### src/rtl/pipe_datapath_fwd.sv
// ID/EX/MEM/WB datapath with register file, operand forwarding,
// load-use stall generation and branch resolution with flush.
module pipe_datapath_fwd #(
    parameter int WIDTH    = 32,
    parameter int RAW      = 5,
    parameter bit FORWARD  = 1'b1,
    parameter bit ZERO_REG = 1'b1
) (
    input  logic             clk,
    input  logic             rst_n,
    input  logic             id_valid,
    input  logic [WIDTH-1:0] id_pc,
    input  logic [RAW-1:0]   id_rs,
    input  logic [RAW-1:0]   id_rt,
    input  logic [RAW-1:0]   id_rd,
    input  logic [15:0]      id_imm,
    input  logic [2:0]       id_alu_op,
    input  logic             id_reg_write,
    input  logic             id_mem_to_reg,
    input  logic             id_mem_read,
    input  logic             id_mem_write,
    input  logic             id_reg_dst,
    input  logic             id_alu_src,
    input  logic             id_branch,
    output logic             stall,
    output logic             flush,
    output logic [WIDTH-1:0] branch_target,
    output logic [WIDTH-1:0] dmem_addr,
    output logic [WIDTH-1:0] dmem_wdata,
    output logic             dmem_we,
    output logic             dmem_re,
    input  logic [WIDTH-1:0] dmem_rdata,
    output logic             wb_valid,
    output logic [RAW-1:0]   wb_addr,
    output logic [WIDTH-1:0] wb_data
);

    localparam int NREG = 2 ** RAW;

    logic [WIDTH-1:0] rf_q [NREG];

    logic             ex_valid_q, ex_rw_q, ex_m2r_q, ex_mr_q, ex_mw_q;
    logic             ex_src_q, ex_br_q;
    logic [WIDTH-1:0] ex_pc_q, ex_a_q, ex_b_q;
    logic [RAW-1:0]   ex_rs_q, ex_rt_q, ex_dest_q;
    logic [15:0]      ex_imm_q;
    logic [2:0]       ex_op_q;

    logic             mem_valid_q, mem_rw_q, mem_m2r_q, mem_mr_q, mem_mw_q;
    logic [WIDTH-1:0] mem_alu_q, mem_wd_q;
    logic [RAW-1:0]   mem_dest_q;

    logic             wb_valid_q, wb_rw_q, wb_m2r_q;
    logic [WIDTH-1:0] wb_alu_q, wb_ld_q;
    logic [RAW-1:0]   wb_dest_q;

    logic [RAW-1:0]   id_dest;
    logic             id_uses_rt, id_take;
    logic [WIDTH-1:0] rs_val, rt_val;
    logic [WIDTH-1:0] op_a, op_b, alu_b, alu_y, imm_ext;
    logic             hit_ex_ld, hit_ex, hit_mem;

    function automatic logic nz(input logic [RAW-1:0] d);
        return !ZERO_REG || (d != '0);
    endfunction

    // True when destination d of a live stage is a source of the ID instruction
    function automatic logic id_hit(input logic v, input logic [RAW-1:0] d);
        return v && nz(d) && (d == id_rs || (id_uses_rt && d == id_rt));
    endfunction

    assign id_dest    = id_reg_dst ? id_rd : id_rt;
    assign id_uses_rt = !id_alu_src || id_mem_write || id_branch;

    always_comb begin
        rs_val = rf_q[id_rs];
        rt_val = rf_q[id_rt];
        if (ZERO_REG && id_rs == '0) rs_val = '0;
        if (ZERO_REG && id_rt == '0) rt_val = '0;
        if (wb_valid && wb_addr == id_rs) rs_val = wb_data;
        if (wb_valid && wb_addr == id_rt) rt_val = wb_data;
    end

    always_comb begin
        op_a = ex_a_q;
        op_b = ex_b_q;
        if (FORWARD) begin
            if (wb_valid && wb_addr == ex_rs_q) op_a = wb_data;
            if (wb_valid && wb_addr == ex_rt_q) op_b = wb_data;
            if (mem_valid_q && mem_rw_q && !mem_mr_q && nz(mem_dest_q)) begin
                if (mem_dest_q == ex_rs_q) op_a = mem_alu_q;
                if (mem_dest_q == ex_rt_q) op_b = mem_alu_q;
            end
        end
    end

    assign imm_ext = WIDTH'($signed(ex_imm_q));
    assign alu_b   = ex_src_q ? imm_ext : op_b;

    always_comb begin
        case (ex_op_q)
            3'b000:  alu_y = op_a & alu_b;
            3'b001:  alu_y = op_a | alu_b;
            3'b010:  alu_y = op_a + alu_b;
            3'b110:  alu_y = op_a - alu_b;
            3'b111:  alu_y = WIDTH'($signed(op_a) < $signed(alu_b));
            default: alu_y = '0;
        endcase
    end

    assign flush = ex_valid_q && ex_br_q && (op_a == op_b);
    assign branch_target = flush ? ex_pc_q + WIDTH'(4) + (imm_ext << 2) : '0;

    assign hit_ex_ld = id_hit(ex_valid_q && ex_mr_q, ex_dest_q);
    assign hit_ex    = id_hit(ex_valid_q && ex_rw_q, ex_dest_q);
    assign hit_mem   = id_hit(mem_valid_q && mem_rw_q, mem_dest_q);

    assign stall   = id_valid && !flush && (FORWARD ? hit_ex_ld : (hit_ex || hit_mem));
    assign id_take = id_valid && !stall && !flush;

    // Branches are stripped of register and memory side effects on entry to EX
    always_ff @(posedge clk or negedge rst_n) begin
        if (!rst_n) begin
            ex_valid_q <= 1'b0;
            ex_rw_q    <= 1'b0;
            ex_m2r_q   <= 1'b0;
            ex_mr_q    <= 1'b0;
            ex_mw_q    <= 1'b0;
            ex_src_q   <= 1'b0;
            ex_br_q    <= 1'b0;
            ex_pc_q    <= '0;
            ex_a_q     <= '0;
            ex_b_q     <= '0;
            ex_rs_q    <= '0;
            ex_rt_q    <= '0;
            ex_dest_q  <= '0;
            ex_imm_q   <= '0;
            ex_op_q    <= '0;
        end else begin
            ex_valid_q <= id_take;
            ex_rw_q    <= id_take && id_reg_write && !id_branch;
            ex_m2r_q   <= id_take && id_mem_to_reg && !id_branch;
            ex_mr_q    <= id_take && id_mem_read && !id_branch;
            ex_mw_q    <= id_take && id_mem_write && !id_branch;
            ex_br_q    <= id_take && id_branch;
            ex_src_q   <= id_alu_src;
            ex_pc_q    <= id_pc;
            ex_a_q     <= rs_val;
            ex_b_q     <= rt_val;
            ex_rs_q    <= id_rs;
            ex_rt_q    <= id_rt;
            ex_dest_q  <= id_dest;
            ex_imm_q   <= id_imm;
            ex_op_q    <= id_alu_op;
        end
    end

    always_ff @(posedge clk or negedge rst_n) begin
        if (!rst_n) begin
            mem_valid_q <= 1'b0;
            mem_rw_q    <= 1'b0;
            mem_m2r_q   <= 1'b0;
            mem_mr_q    <= 1'b0;
            mem_mw_q    <= 1'b0;
            mem_alu_q   <= '0;
            mem_wd_q    <= '0;
            mem_dest_q  <= '0;
            wb_valid_q  <= 1'b0;
            wb_rw_q     <= 1'b0;
            wb_m2r_q    <= 1'b0;
            wb_alu_q    <= '0;
            wb_ld_q     <= '0;
            wb_dest_q   <= '0;
        end else begin
            mem_valid_q <= ex_valid_q;
            mem_rw_q    <= ex_rw_q;
            mem_m2r_q   <= ex_m2r_q;
            mem_mr_q    <= ex_mr_q;
            mem_mw_q    <= ex_mw_q;
            mem_alu_q   <= alu_y;
            mem_wd_q    <= op_b;
            mem_dest_q  <= ex_dest_q;
            wb_valid_q  <= mem_valid_q;
            wb_rw_q     <= mem_rw_q;
            wb_m2r_q    <= mem_m2r_q;
            wb_alu_q    <= mem_alu_q;
            wb_ld_q     <= dmem_rdata;
            wb_dest_q   <= mem_dest_q;
        end
    end

    always_ff @(posedge clk or negedge rst_n) begin
        if (!rst_n) begin
            for (int i = 0; i < NREG; i++) rf_q[i] <= '0;
        end else if (wb_valid) begin
            rf_q[wb_addr] <= wb_data;
        end
    end

    assign dmem_addr  = mem_alu_q;
    assign dmem_wdata = mem_wd_q;
    assign dmem_we    = mem_valid_q && mem_mw_q;
    assign dmem_re    = mem_valid_q && mem_mr_q;

    assign wb_valid = wb_valid_q && wb_rw_q && nz(wb_dest_q);
    assign wb_addr  = wb_dest_q;
    assign wb_data  = wb_m2r_q ? wb_ld_q : wb_alu_q;

endmodule

### config.mk
export PLATFORM = sky130hd
export DESIGN_NAME = pipe_datapath_fwd
export DESIGN_NICKNAME = d
export VERILOG_FILES = /design/src/rtl/pipe_datapath_fwd.sv
export SDC_FILE = /design/constraint.sdc
export NUM_CORES = 2
export LEC_CHECK = 0
export BUFFER_PORTS_ARGS = -buffer_cell sky130_fd_sc_hd__buf_2
export CORE_UTILIZATION = 36
export DETAILED_ROUTE_END_ITERATION = 10
export HOLD_SLACK_MARGIN = 0.02
export PLACE_DENSITY_LB_ADDON = 0.1
export REMOVE_ABC_BUFFERS = 1
export SYNTH_ARGS = -nofsm -noshare
export SYNTH_HDL_FRONTEND = slang
export SYNTH_SLANG_ARGS = --single-unit
### constraint.sdc
create_clock -name clk -period 7.1 [get_ports clk]
set_input_delay 1.42 -clock clk [delete_from_list [all_inputs] [get_ports clk]]
set_output_delay 1.42 -clock clk [all_outputs]
set_load 0.01 [all_outputs]
==> results.json <==
{
  "status": "complete, no violations",
  "final_nets": 7153,
  "synth_edf_count": 0,
  "routed_wl_um": 283000,
  "peakVddDrop_mv": 0.242,
  "fin_crit_ns": 6.90,
  "required_ns": 5.68,
  "insertion_delay_ns": 0.83,
  "skew_ns": 0.0281,
  "preCtsSetupSlack_ns": 0.541,
  "syn_area_mm2": 0.0698,
  "dp_cells": 9246,
  "netlist_top_cells_area": "dfrtp_1 47%, mux4_2 8.5%, mux2i_1 6.8%",
  "cp-start-kind": "flop",
  "setup_slack_ns": 0.201,
  "regToRegSetupSlack_ns": 1.06,
  "worstSetupPathType": "reg -> out",
  "slew_viol_final": 0,
  "slew_headroom": 0.252,
  "cts_root_buf": "clkbuf_16",
  "leakagePower_nw": 35.3,
  "drcViolationCount": 0,
  "synth-seq-cells": 1307,
  "hp-start": "ex_mw_q",
  "start_util": 0.362,
  "seqCellArea_mm2": 0.0327,
  "core_mm2": 0.193,
  "die_area_mm2": 0.196,
  "cts_buffer_depth": 3,
  "synthDistinctLibCells": 78,
  "grt_antenna_before_repair": 8,
  "r2r.worst_path.cells": 18,
  "synthCells": 6926,
  "vias_per_cell": 5.77,
  "drive_gt1_frac": 0.171,
  "gp_congestion": 0.925,
  "portBuffers": 245,
  "stdcell_count": 9530,
  "power.total_w": 0.0201,
  "yosys-top-cells-count": "1307 x dfrtp_1, 796 x o21ai_0, 735 x nor2_1, 733 x a21oi_1, 585 x nand2_1",
  "power-per-cell-area_mw_per_mm2": 254,
  "grt_pass1_vias": 54500,
  "grt_pass1_wl_um": 406000,
  "num_io_pins": 246,
  "yosys.area.top_type": "dfrtp_1",
  "syn2layout_area_growth_pct": 13.5,
  "worstHoldPathCells": 0,
  "synth.top_cell.area_share": 0.469,
  "fmax_mhz": 145,
  "ys.warnings.count": 0,
  "crit_path_end_kind": "primary output",
  "num_rows": 161,
  "drt_iter0_drc": 5044,
  "hold_path_end": "mem_mw_q",
  "wl_per_cell_um": 29.7,
  "multi_input_area_mm2": 0.0347,
  "vias": 55000,
  "cts_tree": "yes",
  "fill_cells": 18700,
  "setup_viol": 0,
  "grt_usage": 0.287,
  "yosysMostFrequentCell": "dfrtp_1",
  "rr_startpoint": "wb_m2r_q",
  "ant_nets": 0,
  "fin_util": 0.411,
  "r2r_end": "dmem_addr[23]",
  "yosysSeqAreaShare": 0.469,
  "grt_max_degree": 169,
  "cts_buffers": 156,
  "cap_violations": 0,
  "path_clk_slew_ns": 0.06,
  "rsz0062_at_grt": "no",
  "grt-ovfl-total": 0,
  "syn-mean-instance-area_um2": 10.1,
  "die_x_um": 442,
  "cts.htree.levels": 4,
  "cts.sinks": 1307,
  "tightest_slew_ns": 1.12,
  "ys_async_sr_fraction": 1.00,
  "dr.pass1.iters": 6,
  "die_y_um": 442,
  "synth_flop_cell": "dfrtp_1",
  "worst_hold_path_type": "reg -> reg",
  "fin_tns_setup_ns": 0,
  "worst-path-max-fanout": 18,
  "fin_crit_sh": 0.972,
  "dpl.hpwl_um": 175000,
  "hold_violations": 0,
  "arrival_ns": 5.48
}
-- per-layer routing --
metal	share of wire	wire length [um]	vias to the layer above	global-route usage
met5	0.00013	36	-	0
met4	0.053	15000	6	0.140
met3	0.055	15600	517	0.0404
met1	0.42	119000	27900	0.376
met2	0.47	133000	1823	0.465
li1	-	-	24800	-
-- area by class of cell --
| class | count | area share |
|---|---|---|
| Multi-Input combinational cell | 4839 | 0.438 |
| Timing Repair Buffer | 432 | 0.0381 |
| Clock buffer | 238 | 0.0592 |
| Sequential cell | 1307 | 0.413 |
| Inverter | 144 | 0.00682 |
| Antenna cell | 2 | 0.0000632 |
| Clock inverter | 42 | 0.00529 |
| Tap cell | 2526 | 0.0399 |
-- how the worst max path moves through the flow --
stage	to	slack, ns	startpoint	cells past startpoint
after floorplan	branch_target[30]	-0.19	wb_m2r_q	9
after global placement	branch_target[19]	0.59	wb_addr[2]	16
after detailed placement	branch_target[19]	0.54	wb_addr[2]	16
after CTS	branch_target[30]	0.02	wb_addr[2]	16
after global routing	branch_target[19]	0.07	ex_imm_q[1]	16
final	branch_target[19]	0.20	wb_addr[2]	17
-- metrics by stage --
| stage | hold WS [ns] | instance area (um^2) |
|---|---|---|
| 5_1_grt | 0.368 | 79200 |
| 3_5_place_dp | 0.341 | 74000 |
| 6_report | 0.352 | 79200 |
| 2_1_floorplan | 0.331 | 67300 |
| 4_1_cts | 0.353 | 79200 |
| 3_3_place_gp | 0.336 | 74000 |
-- logic make-up (layout without fill, tap and decap cells) --
family          count (synthesis)  in the layout  synth area share
compound gates               2150           2150             0.177
xor+xnor                      112            112            0.0141
fa+ha+maj                     165            165            0.0299
buf+inv                       780            856            0.0427
flops                        1307           1307             0.469
mux                           897            897             0.179
other cells                     0              2                 0
simple gates                 1515           1515            0.0890
-- placed cells by master (no fill, tap or decap), drive strengths merged, types with 9 or more instances in the layout --
master  Yosys  layout
mux2i     477     477
nor4       10      10
clkinv      2      31
nand2b     18      18
o21ai     843     843
buf       112     430
nor2b      14      14
xor2       34      34
ha        162     162
a21oi     733     733
nor2      735     735
mux2      158     158
o211ai     75      75
a21o       22      22
inv       142     148
nand2     585     585
o21a       31      31
and2       24      24
clkbuf    524     240
xnor2      78      78
nor3b      11      11
a221oi    133     133
a31oi      11      11
o21bai     19      19
dfrtp    1307    1307
nand4      19      19
o22ai      87      87
a22oi     135     135
nand3      18      18
nor3       30      30
a211oi      9       9
mux4      262     262
-- registers in the layout, summed over array words and instances, names as in the netlist, 3 cells and up --
register,count
ex_rs_q,5
ex_b_q,32
wb_addr,5
wb_ld_q,32
ex_imm_q,16
dmem_wdata,32
ex_op_q,3
ex_dest_q,5
ex_rt_q,5
rf_q,1024
dmem_addr,32
ex_a_q,32
mem_dest_q,5
wb_alu_q,32
ex_pc_q,32
-- critical path, stage by stage, from the launching register on --
cell and delay [ns]:
dfrtp_1 0.36, buf_4 0.19, or3_1 0.47, o31ai_4 0.26
inv_2 0.13, nand4_1 0.14, buf_12 0.14, buf_6 0.24
mux2i_1 0.23, o21ai_1 0.14, xnor2_2 0.30, nand4_1 0.12
or4_1 0.67, nor4_4 0.18, buf_4 0.28, a21boi_2 0.47
buf_4 0.19, buf_2 0.12
-- timing repair --
action	in CTS	in global routing
hold buffers	0	0
gates cloned	0	0
endpoints found under the setup margin	12	19
pin swaps	0	0
gates resized for setup	8	8
setup buffers	0	2
-- power breakdown --
group / internal [W] / switching, W / total (W)
registers: 0.00800 / 0.000511 / 0.00851
clock network: 0.00476 / 0.00337 / 0.00814
logic: 0.00129 / 0.00221 / 0.00349
total: 0.0140 / 0.00609 / 0.0201
(Power assumes the default switching activity.)
